File: config.mk
export PLATFORM = sky130hd
export DESIGN_NAME = spi_master_ctrl
export DESIGN_NICKNAME = d
export VERILOG_FILES = /design/src/rtl/spi_master_pkg.sv /design/src/rtl/spi_master_shreg.sv /design/src/rtl/spi_master_ctrl.sv
export SDC_FILE = /design/constraint.sdc
export NUM_CORES = 1
export LEC_CHECK = 0
export CAP_MARGIN = 20
export CELL_PAD_IN_SITES_DETAIL_PLACEMENT = 0
export CELL_PAD_IN_SITES_GLOBAL_PLACEMENT = 2
export CORE_MARGIN = 10
export CORE_UTILIZATION = 32
export CTS_CLUSTER_SIZE = 14
export DETAILED_ROUTE_END_ITERATION = 8
export HOLD_SLACK_MARGIN = 0.06
export PLACE_DENSITY_LB_ADDON = 0.1
export SLEW_MARGIN = 10
export SYNTH_ARGS = -nofsm -noshare
export SYNTH_HDL_FRONTEND = slang
export SYNTH_SLANG_ARGS = --single-unit
File: constraint.sdc
create_clock -name clk -period 3 [get_ports clk]
set_input_delay 0.6 -clock clk [delete_from_list [all_inputs] [get_ports clk]]
set_output_delay 0.6 -clock clk [all_outputs]
set_load 0.03 [all_outputs]
File: src/rtl/spi_master_pkg.sv
// Shared types and constants for the SPI master controller.
// Frame layout: START bit, 3 command bits (path select + 2-bit op), 8 payload bits,
// optionally followed by turnaround and an 8-bit readback field.
package spi_master_pkg;

  typedef enum logic [1:0] {
    WR_ADDR = 2'b00,
    WR_DATA = 2'b01,
    RD_ADDR = 2'b10,
    RD_DATA = 2'b11
  } spi_op_t;

  typedef enum logic [2:0] {
    IDLE  = 3'd0,
    START = 3'd1,
    CMD   = 3'd2,
    DATA  = 3'd3,
    TURN  = 3'd4,
    RDBK  = 3'd5,
    GAP   = 3'd6
  } state_t;

  localparam int CMD_BITS  = 3;
  localparam int DATA_BITS = 8;

  // Command field bit for position idx: path select (op[1]) is sent first,
  // then the op itself, MSB first.
  function automatic logic cmd_bit(input spi_op_t op, input logic [2:0] idx);
    logic [1:0] op_bits;
    op_bits = op;
    return (idx == 3'd2) ? op_bits[0] : op_bits[1];
  endfunction

endpackage

File: src/rtl/spi_master_shreg.sv
// 8-bit shift register shared by the payload (shift-out, MSB first) and
// readback (shift-in at LSB) phases of an SPI frame.
module spi_master_shreg
  import spi_master_pkg::*;
(
  input  logic                 clk,
  input  logic                 rst,
  input  logic                 load,
  input  logic [DATA_BITS-1:0] load_data,
  input  logic                 shift,
  input  logic                 shift_in,
  output logic [DATA_BITS-1:0] q
);

  // Load has priority over shift; shifting moves towards the MSB.
  always_ff @(posedge clk) begin
    if (rst) begin
      q <= '0;
    end else if (load) begin
      q <= load_data;
    end else if (shift) begin
      q <= {q[DATA_BITS-2:0], shift_in};
    end
  end

endmodule

File: src/rtl/spi_master_ctrl.sv
// Host-side SPI master. Serialises one command per handshake into a framed
// SPI transaction (SS_n/MOSI) and returns the byte read back on MISO for
// RD_DATA commands. The SPI bit clock is clk itself.
// Optional feature macro: SPI_MASTER_SEQ_CHK_EN -- rejects RD_DATA with
// rsp_err=1 (no frame sent) until an RD_ADDR frame has completed since reset.
//
// Handshake: a command is taken on the rising edge where cmd_valid && cmd_ready.
// cmd_op/cmd_data are captured on that edge. cmd_valid seen while cmd_ready=0 is
// ignored (no queueing); the host holds it until cmd_ready. rsp_valid is a
// one-cycle pulse with no back-pressure; rsp_data holds until the next pulse.
module spi_master_ctrl
  import spi_master_pkg::*;
#(
  parameter int RD_TURN    = 1,
  parameter int GAP_CYCLES = 1
) (
  input  logic       clk,
  input  logic       rst,
  input  logic       cmd_valid,
  output logic       cmd_ready,
  input  logic [1:0] cmd_op,
  input  logic [7:0] cmd_data,
  output logic       rsp_valid,
  output logic [7:0] rsp_data,
  output logic       rsp_err,
  output logic       busy,
  output logic       SS_n,
  output logic       MOSI,
  input  logic       MISO,
  output logic [2:0] dbg_state
);

  localparam logic [2:0] CMD_LAST  = 3'(CMD_BITS - 1);
  localparam logic [2:0] DATA_LAST = 3'(DATA_BITS - 1);
  localparam logic [2:0] TURN_LAST = 3'(RD_TURN - 1);
  // SS_n high cycles include the IDLE cycle in which the next command is
  // accepted, so the GAP state itself lasts GAP_CYCLES-1 cycles.
  localparam logic [3:0] GAP_LAST  = 4'(GAP_CYCLES - 2);
  localparam state_t     EXIT_ST   = (GAP_CYCLES > 1) ? GAP : IDLE;

  state_t                 state_q, state_d;
  logic [2:0]             cnt_q, cnt_d;
  logic [3:0]             gap_q, gap_d;
  spi_op_t                op_q;
  logic                   skip_q;
  logic                   skip_now;
  logic                   accept;
  logic                   frame_d, mosi_d;
  logic                   rsp_fire_d, rsp_err_d;
  logic [DATA_BITS-1:0]   rsp_data_d;
  logic [DATA_BITS-1:0]   sh_q;
  logic                   ss_n_q, mosi_q, ready_q, busy_q;
  logic                   rsp_valid_q, rsp_err_q;
  logic [DATA_BITS-1:0]   rsp_data_q;

`ifdef SPI_MASTER_SEQ_CHK_EN
  logic rd_addr_set_q;

  // Sticky flag: a read address has been programmed since reset.
  always_ff @(posedge clk) begin
    if (rst) begin
      rd_addr_set_q <= 1'b0;
    end else if (state_q == DATA && cnt_q == DATA_LAST && op_q == RD_ADDR) begin
      rd_addr_set_q <= 1'b1;
    end
  end

  assign skip_now = (spi_op_t'(cmd_op) == RD_DATA) && !rd_addr_set_q;
`else
  assign skip_now = 1'b0;
`endif

  spi_master_shreg u_shreg (
    .clk       (clk),
    .rst       (rst),
    .load      (accept),
    .load_data (cmd_data),
    .shift     ((state_q == DATA) || (state_q == RDBK)),
    .shift_in  ((state_q == RDBK) ? MISO : 1'b0),
    .q         (sh_q)
  );

  // Next-state and field counters; cnt wraps to 0 only on a state change.
  always_comb begin
    state_d = state_q;
    cnt_d   = cnt_q;
    gap_d   = gap_q;
    accept  = 1'b0;
    case (state_q)
      IDLE: begin
        if (cmd_valid) begin
          accept  = 1'b1;
          state_d = START;
          cnt_d   = '0;
        end
      end
      START: begin
        cnt_d = '0;
        gap_d = '0;
        state_d = skip_q ? EXIT_ST : CMD;
      end
      CMD: begin
        if (cnt_q == CMD_LAST) begin
          state_d = DATA;
          cnt_d   = '0;
        end else begin
          cnt_d = cnt_q + 3'd1;
        end
      end
      DATA: begin
        if (cnt_q == DATA_LAST) begin
          cnt_d   = '0;
          gap_d   = '0;
          state_d = (op_q == RD_DATA) ? TURN : EXIT_ST;
        end else begin
          cnt_d = cnt_q + 3'd1;
        end
      end
      TURN: begin
        if (cnt_q == TURN_LAST) begin
          state_d = RDBK;
          cnt_d   = '0;
        end else begin
          cnt_d = cnt_q + 3'd1;
        end
      end
      RDBK: begin
        if (cnt_q == DATA_LAST) begin
          cnt_d   = '0;
          gap_d   = '0;
          state_d = EXIT_ST;
        end else begin
          cnt_d = cnt_q + 3'd1;
        end
      end
      GAP: begin
        if (gap_q == GAP_LAST) begin
          state_d = IDLE;
        end else begin
          gap_d = gap_q + 4'd1;
        end
      end
      default: state_d = IDLE;
    endcase
  end

  // Values the registered outputs take in the next cycle.
  always_comb begin
    frame_d    = 1'b0;
    mosi_d     = 1'b0;
    rsp_fire_d = 1'b0;
    rsp_err_d  = 1'b0;
    rsp_data_d = rsp_data_q;
    case (state_d)
      START:                frame_d = !skip_now;
      CMD, DATA, TURN, RDBK: frame_d = 1'b1;
      default:              frame_d = 1'b0;
    endcase
    case (state_d)
      CMD:  mosi_d = cmd_bit(op_q, cnt_d);
      // Entering DATA the MSB is still in place; inside DATA the register
      // shifts on the same edge, so the next bit is one position down.
      DATA: mosi_d = (state_q == DATA) ? sh_q[DATA_BITS-2] : sh_q[DATA_BITS-1];
      default: mosi_d = 1'b0;
    endcase
    if (state_q == RDBK && cnt_q == DATA_LAST) begin
      rsp_fire_d = 1'b1;
      rsp_data_d = {sh_q[DATA_BITS-2:0], MISO};
    end
    if (state_q == START && skip_q) begin
      rsp_fire_d = 1'b1;
      rsp_err_d  = 1'b1;
    end
  end

  // State, command capture and registered outputs.
  always_ff @(posedge clk) begin
    if (rst) begin
      state_q     <= IDLE;
      cnt_q       <= '0;
      gap_q       <= '0;
      op_q        <= WR_ADDR;
      skip_q      <= 1'b0;
      ss_n_q      <= 1'b1;
      mosi_q      <= 1'b0;
      ready_q     <= 1'b1;
      busy_q      <= 1'b0;
      rsp_valid_q <= 1'b0;
      rsp_err_q   <= 1'b0;
      rsp_data_q  <= '0;
    end else begin
      state_q     <= state_d;
      cnt_q       <= cnt_d;
      gap_q       <= gap_d;
      if (accept) begin
        op_q   <= spi_op_t'(cmd_op);
        skip_q <= skip_now;
      end
      ss_n_q      <= !frame_d;
      mosi_q      <= mosi_d;
      ready_q     <= (state_d == IDLE);
      busy_q      <= (state_d != IDLE);
      rsp_valid_q <= rsp_fire_d;
      rsp_err_q   <= rsp_err_d;
      rsp_data_q  <= rsp_data_d;
    end
  end

  assign cmd_ready = ready_q;
  assign busy      = busy_q;
  assign SS_n      = ss_n_q;
  assign MOSI      = mosi_q;
  assign rsp_valid = rsp_valid_q;
  assign rsp_err   = rsp_err_q;
  assign rsp_data  = rsp_data_q;
  assign dbg_state = state_q;

endmodule
=== Yosys cells after proc, flatten, opt, wreduce, memory -nomap -nowiden ===
Cells that the tools add are included.

* Register bits after elaboration: 33
* Output and inout port bits: 17

* $add $sub $neg: 2
* Equality and inequality tests: 18
* Multiplexer cells: 26
* Reductions and logical operators: 12

{| class="wikitable"
|+ Operators by type and width
! operator !! count
|-
| $mux 3 || 11
|-
| $pmux 3 s7 || 1
|-
| $eq 3x2->1 const B || 6
|-
| $eq 3x3->1 const B || 6
|-
| $mux 8 || 2
|-
| $pmux 3 s5 || 1
|-
| $pmux 4 s3 || 1
|-
| $logic_not 3->1 || 3
|-
| $mux 4 || 2
|-
| $mux 1 || 7
|-
| $eq 3x1->1 const B || 2
|-
| $reduce_bool 3->1 || 2
|-
| $reduce_or 5->1 || 1
|-
| $add 4x1->4 const B || 1
|-
| $eq 4x4->1 const B || 1
|-
| $add 3x1->3 const B || 1
|-
| $reduce_and 3->1 || 1
|-
| $eq 2x2->1 const B || 1
|-
| $ne 2x1->1 const B || 1
|-
| $ne 2x2->1 const B || 1
|-
| $pmux 1 s2 || 1
|-
| $reduce_bool 2->1 || 1
|-
| $reduce_or 2->1 || 1
|-
| $logic_and 1x1->1 || 1
|-
| 2 further kinds || 2
|}

=== Depth between registers and ports, before layout ===
Gate-level depths: netlist (run 1).

* Word-level depth: 8
* Mapped depth: 8
* Depth with buffers taken out: 7

=== By module ===
A second synthesis (run 1) with hierarchy kept.

* Cells, all modules: 186
* Area, all modules: 1686.6 um^2

{| class="wikitable"
|+ By module, submodules not included
! module !! times used !! cells each !! area each (um^2) !! sequential area each (um^2)
|-
| spi_master_ctrl || 1 || 151 || 1317.5 || 500.5
|-
| spi_master_shreg || 1 || 35 || 369.1 || 160.2
|}

=== Least setup slack after synthesis (run 1) ===
Ideal clock, no wire load.

* Path kind: register to register
* Start: register state_q[2] (netlist: dbg_state[2])
* End: register gap_q[1]
* Setup time: 0.070 ns
* Arrival time: 1.740 ns
* Required time: 2.930 ns
* Path slack: 1.190 ns
* Cell stages (with the launch flop): 6
* Path buffers: 0
* Clock period less this slack: 1.810 ns
* Cells stage by stage: dfxtp_1 -> nand2_2 -> a311oi_4 -> o22ai_1 -> or4_1 -> a21oi_1

* Cells in the longest elaborated chain, start to end: 4

{| class="wikitable"
|+ Ends and longest elaborated chain
! element !! line !! text
|-
| start, declared || spi_master_ctrl.sv:41 || <nowiki>state_t state_q, state_d;</nowiki>
|-
| start signal, assigned || spi_master_ctrl.sv:192 || <nowiki>state_q <= state_d;</nowiki>
|-
| $eq 3x2->1 / $eq 3x3->1 (equally long branches) || spi_master_ctrl.sv:89 || <nowiki>case (state_q)</nowiki>
|-
| $reduce_or 2->1 (no source line) || - ||
|-
| $ne 2x1->1 (no source line) / $reduce_bool 3->1 (equally long branches) || - ||
|-
| $reduce_and 3->1 (no source line) || - ||
|-
| end signal, assigned || spi_master_ctrl.sv:194 || <nowiki>gap_q <= gap_d;</nowiki>
|-
| end, declared || spi_master_ctrl.sv:43 || <nowiki>logic [3:0] gap_q, gap_d;</nowiki>
|}

Parallel ways exist; a longest one is shown, timed or not.
A chain may end at the register's enable or synchronous reset.

=== Worst setup path in the final report (run 1) ===
* Start: register state_q[2] (netlist: dbg_state[2])
* End: output dbg_state[2]

{| class="wikitable"
|+ RTL lines
! element !! line !! text
|-
| end, declared || spi_master_ctrl.sv:30 || <nowiki>output logic [2:0] dbg_state</nowiki>
|}

No word-level cell between the ends.

==> impl_metrics.toml, run 1 <==
[timing]
post-route-period-util_pct = 77.27
slew_violations = 0
slew_headroom_pct = 64.67
hold_violations = 0
tightest_slew_ns = 0.5292
setup_violations = 0
fin_tns_setup_ns = 0
rsz0062_at_grt = "false"
fin_worst_skew_ns = 0.007886
fin_crit_ns = 2.318
fmax_ghz = 0.4314

[place]
dp_cells = 281
place_congestion = 0.7852
io_buffers = 29
dp.final_hpwl_um = 3089

[drt]
drc_errors = 0
dr.pass1.iters = 4
routed_wl_um = 4365
drtAntennaViolNets = 0
initialDrtViolationCount = 70
route.vias.total = 1479
avgRoutedWirePerCell_um = 15.10
via_per_inst = 5.118

[die]
die_x_um = 90.77
ios = 31
rows = 25
start_util_pct = 33.49
dieArea_mm2 = 0.008239
core_area_mm2 = 0.004786
die_y_um = 90.77

[synth]
synth.area.top_cells = "dfxtp_1 (41%), nand2_1 (8.2%), a21oi_1 (5.9%), ha_1 (3.9%), nand3_1 (3.7%)"
syn_area_mm2 = 0.001603
synth_edf_count = 0
synth_seq_cells = 33
ys_seq_area_share_pct = 41.22
ys_warn_count = 0
ys_async_sr_fraction_pct = 0
synth_top_flop_cell = "dfxtp_1"
avgSynthCellArea_um2 = 8.136
yosys.area.top_type = "dfxtp_1"
ys_types = 49
synthCells = 197
synth_top_area_share_pct = 41.22
syn_nets = 216

[worst_setup_path]
path_buf_inv = 1
crit_fanout = 16
slowest_stage = "clkdlybuf4s50_1"
slowest_delay_ns = 0.78
required_ns = 2.40
path_cells = "clkdlybuf4s50_1"
crit_family = "buffers and inverters"
start_kind = "flop"
crit_type = "flop to output port"
endpoint_kind = "output port"
worstPathArrival_ns = 1.72

[global_route]
track_usage_pct = 10.87
grt_pass1_wl_um = 7452
gr-total-overflow = 0
first_global_vias = 1470
grt_max_degree = 25
antenna_found_initial = 0

[clocking]
cts_tree = "yes"
cts_buffer_depth = 2
cts.reportedPaths.clkPinSlew_ns = 0.07
cts_root_buffer = "clkbuf_8"
post_cts_buffers = 0
cts.sinks = 33
cts-htree-levels = 2
clkLatencyLatePin_ns = 0.29
hold_buffers = 0
cts_resized = 0
cts_buffers = 5

[cells_and_area]
fillers = 493
drive_gt1_share_pct = 6.757
fin_util_pct = 42.14
nNetsFinal = 240
num_antenna_cells = 0
final_cell_count_no_fill = 289
register_area_um2 = 660.6
areaGrowthSynthToFinish_pct = 25.84
multi_input_area_um2 = 847.1

[worst_hold_path]
hp-class = "flop to flop"

[run_status]
status = "completed"

[job]
drv_cap = 0

[pwr]
ir_drop_v = 0.0001712
p_per_area_mw_per_mm2 = 471.0
p_leak_nw = 0.7280
==> synth_stat cells, types with 3 or more instances <==
| master | number |
|---|---|
| a22oi_1 | 4 |
| and2_1 | 3 |
| buf_2 | 3 |
| nand3_1 | 12 |
| inv_1 | 9 |
| dfxtp_1 | 33 |
| a21oi_1 | 19 |
| ha_1 | 5 |
| clkbuf_1 | 8 |
| nand2b_1 | 5 |
| nand2_1 | 35 |
| xor2_1 | 3 |
| a311oi_1 | 4 |
| o21ai_0 | 4 |
| nor2_1 | 8 |
==> layout make-up <==
type | instances | area share, %
multi-input cells | 141 | 42.00
flip-flops and latches | 33 | 32.75
clock buffers | 5 | 3.412
repair buffers | 31 | 15.14
inverters | 9 | 1.675
well taps | 67 | 4.156
clock inverters | 3 | 0.8685
==> cells by family after synthesis <==
| logic type | after synthesis | synth area share (%) |
|---|---|---|
| xor+xnor | 3 | 1.640 |
| simple gates | 82 | 25.45 |
| other cells | 1 | 0.2340 |
| buf+inv | 23 | 5.932 |
| flops | 33 | 41.22 |
| fa+ha+maj | 5 | 3.903 |
| compound gates | 49 | 21.00 |
| mux | 1 | 0.6245 |
==> per-stage QoR <==
| stage | hold WS [ns] | setup WS (ns) | power, W | cell area [µm²] |
|---|---|---|---|---|
| 5_1_grt | 0.4742 | 0.5652 | 0.001001 | 2017 |
| 6_report | 0.4541 | 0.6819 | 0.0009500 | 2017 |
| 3_5_place_dp | 0.4477 | 0.8462 | 0.0006265 | 1931 |
| 2_1_floorplan | 0.4454 | 1.190 | 0.0005716 | 1603 |
| 4_1_cts | 0.4584 | 0.6684 | 0.0009647 | 2017 |
| 3_3_place_gp | 0.4404 | 0.8898 | 0.0006251 | 1931 |
==> state kept, by name (all words and copies together) (netlist names) <==
signal / count
rsp_data: 8
u_shreg.q: 8
gap_q: 4
cnt_q: 3
dbg_state: 3
op_q: 2
MOSI: 1
SS_n: 1
busy: 1
cmd_ready: 1
rsp_valid: 1
==> cell usage in the layout (no fill, tap or decap), drive strengths merged, types with 3 or more instances in the layout <==
master         Yosys  routed
nand2             36      36
dfxtp             33      33
clkdlybuf4s50      0      29
a21oi             19      19
nand3             12      12
inv                9       9
nor2               8       8
nand2b             5       5
ha                 5       5
clkbuf             9       5
a311oi             5       5
a22oi              4       4
o21ai              4       4
xor2               3       3
and2               3       3
==> path summary, 6_finish.rpt <==
path                                endpoint  cells after the start    startpoint  slack (ns)
worst min-delay path             rsp_data[3]                      2   rsp_data[3]        0.45
worst min register to register   rsp_data[3]                      2   rsp_data[3]        0.45
worst max-delay path            dbg_state[2]                      1  dbg_state[2]        0.68
worst max register to register      gap_q[1]                      5  dbg_state[2]        0.89
==> where the power goes <==
group	internal, W	leakage (nW)	switching [W]	total, W
Sequential	0.000459	0.269	0.0000209	0.000480
Clock	0.000160	0.0439	0.000174	0.000334
Combinational	0.0000592	0.415	0.0000766	0.000136
==> routing by layer <==
layer | vias up | global-route usage [%] | routed length (µm) | part of all wire (%)
met5 | - | 0 | 0 | 0
met4 | 0 | 3.133 | 50 | 1.1
met3 | 5 | 3.907 | 253 | 5.8
met2 | 35 | 16.71 | 2018 | 46
met1 | 702 | 13.86 | 2043 | 47
li1 | 737 | - | - | -
(Power assumes the default switching activity.)
==> run 2: changes to the inputs <==
Settings changed: CORE_UTILIZATION 32 to 27.
Clock period 3 ns to 1.92 ns, I/O delays scaled along.
==> run 2 against run 1 <==
- worst setup slack got worse by 0.62 ns
- sequential power increased by 55%
- clock power increased by 74%
- hold slack got worse by 0.0010 ns
- non-clock buffer count increased by 23
- first-iteration DRC count increased by 44%
- die area increased by 14%
- combinational power increased by 88%
- design area increased by 12%
- sequential cell count unchanged
- critical path type is now flop to flop
==> impl_metrics.toml, run 2 (synthesis results as in run 1) <==
[run_status]
status = "completed"

[clocking]
cts_buffers = 5
cts.sinks = 33
cts.reportedPaths.clkPinSlew_ns = 0.07
cts-htree-levels = 2
cts_tree = "yes"
cts_buffer_depth = 2
hold_buffers = 0
clkLatencyLatePin_ns = 0.28
cts_root_buffer = "clkbuf_8"

[drt]
drc_errors = 0
avgRoutedWirePerCell_um = 14.75
drtAntennaViolNets = 0
via_per_inst = 4.897
dr.pass1.iters = 4
routed_wl_um = 4721
route.vias.total = 1567
initialDrtViolationCount = 101

[place]
io_buffers = 29
place_congestion = 0.8407
dp_slack_ns = 0.03500
dp.final_hpwl_um = 3532
dp_cells = 311

[die]
die_y_um = 97.05
ios = 31
dieArea_mm2 = 0.009418
die_x_um = 97.05
rows = 28
start_util_pct = 27.40
core_area_mm2 = 0.005851

[cells_and_area]
num_antenna_cells = 0
areaGrowthSynthToFinish_pct = 40.44
layout_common_cells = "nand2_1 (35), dfxtp_1 (31), clkdlybuf4s50_1 (26), buf_4 (26), a21oi_1 (19)"
final_common_cell = "nand2_1"
final_cell_count_no_fill = 320
drive_gt1_share_pct = 20.00
nNetsFinal = 263

[timing]
fmax_ghz = 0.5373
hold_violations = 0
fin_crit_ns = 1.861
post-route-period-util_pct = 96.93
timing.final.ws_setup_ns = 0.05886
fin_worst_skew_ns = 0.004926
rsz0062_at_grt = "true"
setup_violations = 0
slew_violations = 0

[global_route]
gr-total-overflow = 0
antenna_found_initial = 0
grt_max_degree = 18
first_global_vias = 1529
track_usage_pct = 10.05
grt_pass1_wl_um = 7803

[worst_setup_path]
start_kind = "flop"
crit_fanout = 6
required_ns = 2.13
crit_type = "flop to flop"
worstPathArrival_ns = 2.07
endpoint_kind = "flop"

[worst_hold_path]
hp-class = "flop to flop"

[pwr]
p_per_area_mw_per_mm2 = 703.2
p_leak_nw = 0.8602
ir_drop_v = 0.0003302

[job]
drv_cap = 0
-- run 2: changes by cell type in the layout (fill, tap and decap cells not counted), sizes merged --
| cell | previous run | this run |
|---|---|---|
| clkbuf | 5 | 7 |
| dlygate4sd2 | 0 | 2 |
| buf | 2 | 26 |
| clkdlybuf4s50 | 29 | 26 |
| clkinv | 2 | 1 |
| clkinvlp | 1 | 0 |
-- run 2: layer usage --
metal	global-route usage [%]	vias to the layer above	share of wire, %	wire length (µm)
li1	-	783	-	-
met3	3.343	7	7.2	342
met5	0	-	0	0
met1	12.79	725	45	2145
met2	15.43	52	46	2167
met4	3.405	0	1.4	65
-- run 2: worst paths after layout --
| check | from | endpoint | slack (ns) | cells past startpoint |
|---|---|---|---|---|
| max reg2reg | cnt_q[0] | MOSI | 0.06 | 7 |
| min | rsp_data[2] | rsp_data[2] | 0.45 | 2 |
| min reg2reg | rsp_data[2] | rsp_data[2] | 0.45 | 2 |
| max | cnt_q[0] | MOSI | 0.06 | 7 |
-- run 2: cell type report --
| cell class | instances | area, µm² |
|---|---|---|
| fillers | 616 | 3600 |
| clock inverters | 1 | 5.005 |
| inverters | 9 | 33.78 |
| well taps | 75 | 93.84 |
| flip-flops and latches | 33 | 663.1 |
| multi-input cells | 141 | 885.9 |
| repair buffers | 54 | 473.0 |
| clock buffers | 7 | 96.34 |
-- run 2: repair_timing --
action                     in CTS  in global routing
setup endpoints to repair       2                  5
pin swaps                       0                  1
resized for setup               2                 10
buffers inserted                0                  1
-- run 2: metrics by stage --
stage / TNS, ns / util (%) / power, W / hold WS (ns) / instance area (µm²)
6_report: 0 / 38.47 / 0.001583 / 0.4531 / 2251
2_1_floorplan: 0 / - / 0.0008931 / 0.4454 / 1603
5_1_grt: -0.009099 / 38.47 / 0.001666 / 0.4808 / 2251
3_5_place_dp: 0 / 35.95 / 0.001009 / 0.4473 / 2103
4_1_cts: 0 / 37.64 / 0.001598 / 0.4573 / 2202
3_3_place_gp: 0 / 35.95 / 0.001010 / 0.4443 / 2103
-- run 2: where the power goes --
| part | internal [W] | switching (W) |
|---|---|---|
| Sequential | 0.000718 | 0.0000280 |
| Clock | 0.000324 | 0.000257 |
| Combinational | 0.000118 | 0.000138 |
| Total | 0.00116 | 0.000423 |
-- run 2: worst max-delay path, cell delays in order, from the launching register on --
cell	delay [ns]
dfxtp_2	0.35
inv_1	0.08
ha_2	0.19
or4b_2	0.58
nand4_1	0.14
nand3_2	0.10
o21a_1	0.18
o211ai_1	0.15
==> run 3: changes to the inputs <==
--- a/config.mk
+++ b/config.mk
@@ -10,5 +10,5 @@
 export CELL_PAD_IN_SITES_GLOBAL_PLACEMENT = 2
 export CORE_MARGIN = 10
-export CORE_UTILIZATION = 27
+export CORE_UTILIZATION = 28
 export CTS_CLUSTER_SIZE = 14
 export DETAILED_ROUTE_END_ITERATION = 8
@@ -18,3 +18,4 @@
 export SYNTH_ARGS = -nofsm -noshare
 export SYNTH_HDL_FRONTEND = slang
+export SYNTH_HIERARCHICAL = 1
 export SYNTH_SLANG_ARGS = --single-unit
==> constraint.sdc (replaced) <==
create_clock -name clk -period 1.92 [get_ports clk]
set_input_delay 0.48 -clock clk [delete_from_list [all_inputs] [get_ports clk]]
set_output_delay 0.48 -clock clk [all_outputs]
set_load 0.03 [all_outputs]
==> run 3 against run 2 <==
- the run now ends with negative setup slack left
- final cell count fell by 2.5%
- synthesized area rose by 5.2%
- via count fell by 5.0%
- sequential share of layout area fell by 0.85 points
- sequential power rose by 0.8%
- die area rose by 1.2%
- clock-buffer cell count fell by 1
- non-clock buffer count fell by 2
- combinational power rose by 7.8%
- core utilization rose by 1.6 points
- critical endpoint unchanged
==> impl_metrics.toml, run 3 <==
[synth]
ys_seq_area_share_pct = 39.17
synth_edf_count = 0
ys_async_sr_fraction_pct = 0
yosys.area.top_type = "dfxtp_1"
synth_common_cells = "dfxtp_1 (33), nand2_1 (22), a21oi_1 (14)"
syn_nets = 206
ys_warn_count = 6
synth_top_flop_cell = "dfxtp_1"
syn_area_mm2 = 0.001687
synth_most_common_cell = "dfxtp_1"
synth_seq_cells = 33
synth.area.top_cells = "dfxtp_1 (39%), mux2i_1 (5.9%), nand2_1 (4.9%), a211oi_1 (4.5%), ha_1 (4.5%)"
avgSynthCellArea_um2 = 9.068
synth_top_area_share_pct = 39.17
synthCells = 186
ys_types = 50

[global_route]
gr-total-overflow = 0
track_usage_pct = 9.742
grt_pass1_wl_um = 7721
antenna_found_initial = 0
first_global_vias = 1560
grt_max_degree = 33

[clocking]
cts_buffers = 5
cts.sinks = 33
cts_tree = "yes"
hold_buffers = 0
cts.reportedPaths.clkPinSlew_ns = 0.07
cts_buffer_depth = 2
cts_root_buffer = "clkbuf_8"
cts-htree-levels = 2
clkLatencyLatePin_ns = 0.28

[worst_setup_path]
endpoint_kind = "flop"
start_kind = "flop"
required_ns = 2.14
crit_fanout = 4
crit_type = "flop to flop"
worstPathArrival_ns = 2.18

[place]
place_congestion = 0.8580
dp_cells = 303
dp.final_hpwl_um = 3480
place_area_mm2 = 0.002262
io_buffers = 29

[die]
core_area_mm2 = 0.005886
rows = 28
ios = 31
start_util_pct = 28.66
die_x_um = 97.61
dieArea_mm2 = 0.009528
die_y_um = 97.61

[cells_and_area]
fin_util_pct = 40.05
nNetsFinal = 256
design_area_mm2 = 0.002357
final_common_cell = "dfxtp_1"
num_antenna_cells = 0
areaGrowthSynthToFinish_pct = 39.76
final_cell_count_no_fill = 312
layout_common_cells = "dfxtp_1 (28), clkdlybuf4s50_1 (26), buf_4 (22)"
drive_gt1_share_pct = 24.47

[drt]
route.vias.total = 1489
drc_errors = 0
via_per_inst = 4.772
initialDrtViolationCount = 51
routed_wl_um = 4536
avgRoutedWirePerCell_um = 14.54
drtAntennaViolNets = 0
dr.pass1.iters = 4

[run_status]
status = "complete, but fails checks"
violations = "negative setup slack"

[timing]
fin_tns_setup_ns = -0.04362
fmax_ghz = 0.5093
hold_violations = 0
setup_violations = 1
timing.final.ws_setup_ns = -0.04362
rsz0062_at_grt = "true"
post-route-period-util_pct = 102.3
fin_worst_skew_ns = 0.006752
slew_violations = 0
fin_crit_ns = 1.964

[job]
drv_cap = 0

[pwr]
ir_drop_v = 0.0003512
p_leak_nw = 0.8677
p_per_area_mw_per_mm2 = 653.2

[worst_hold_path]
hp-class = "flop to flop"
[run 3: cell types whose count changed after synthesis, moves of 3 or more]
cell      change
clkbuf_1      -6
nand3_1       -8
a22oi_1       -3
nor2_1        +3
nand2_1      -13
a311oi_1      -4
mux2i_1       +9
buf_2         -3
a21oi_1       -5
nor2b_1       +9
a211oi_1      +8
[run 3: worst max-delay path: stages, from the launching register on]
cell and delay, ns:
dfxtp_2 0.34, ha_4 0.16, ha_4 0.17, nand2_4 0.09, nor2_2 0.06, a211oi_4 0.19, ha_2 0.21, nand3b_1 0.10
a2111oi_2 0.21, and4_1 0.23, o21ai_1 0.07, o211ai_2 0.06
[run 3: metrics by stage]
step / power [W] / hold WS [ns] / setup slack [ns]
after global placement: 0.001046 / 0.4438 / -0.08801
after floorplan: 0.0009331 / 0.4439 / -0.002447
after CTS: 0.001561 / 0.4575 / -0.08131
final: 0.001540 / 0.4526 / -0.04362
after detailed placement: 0.001045 / 0.4475 / -0.1900
after global routing: 0.001631 / 0.4782 / -0.1504
[run 3: what timing repair did]
action                                  4_1_cts  5_1_grt
pin swaps                                     2        3
endpoints found under the setup margin        4        9
setup buffers                                 1        0
gates resized for setup                       5        1
[run 3: metal layers]
metal	global-route usage, %	wire length [µm]	part of all wire (%)
met1	12.61	2272	50
met2	14.31	1962	43
met3	4.125	272	6.0
met4	2.685	29	0.64
met5	0	0	0
[run 3: where the power goes]
part | total [W] | leakage, nW | switching [W] | internal [W]
Clock | 0.000512 | 0.0450 | 0.000260 | 0.000251
Combinational | 0.000276 | 0.550 | 0.000145 | 0.000130
Sequential | 0.000752 | 0.272 | 0.0000329 | 0.000720
Total | 0.00154 | 0.868 | 0.000439 | 0.00110
[run 3: logic make-up after synthesis]
family,Yosys count,synth area share (%)
simple gates,71,22.85
compound gates,43,19.07
flops,33,39.17
buf+inv,18,5.564
mux,11,6.603
fa+ha+maj,7,5.044
xor+xnor,2,1.484
other cells,1,0.2223
[run 3: worst paths after layout]
kind	slack [ns]	cells after the start	start	to
min reg2reg	0.45	2	rsp_data[7]	rsp_data[7]
max reg2reg	-0.04	11	cnt_q[1]	MOSI
max	-0.04	11	cnt_q[1]	MOSI
min	0.45	2	rsp_data[7]	rsp_data[7]
[run 3: area by class of cell]
| type | count | area (µm²) |
|---|---|---|
| Fill cell | 604 | 3528 |
| Multi-Input combinational cell | 135 | 1001 |
| Sequential cell | 33 | 674.4 |
| Timing Repair Buffer | 52 | 471.7 |
| Tap cell | 75 | 93.84 |
| Clock buffer | 6 | 72.57 |
| Inverter | 9 | 33.78 |
| Clock inverter | 2 | 10.01 |
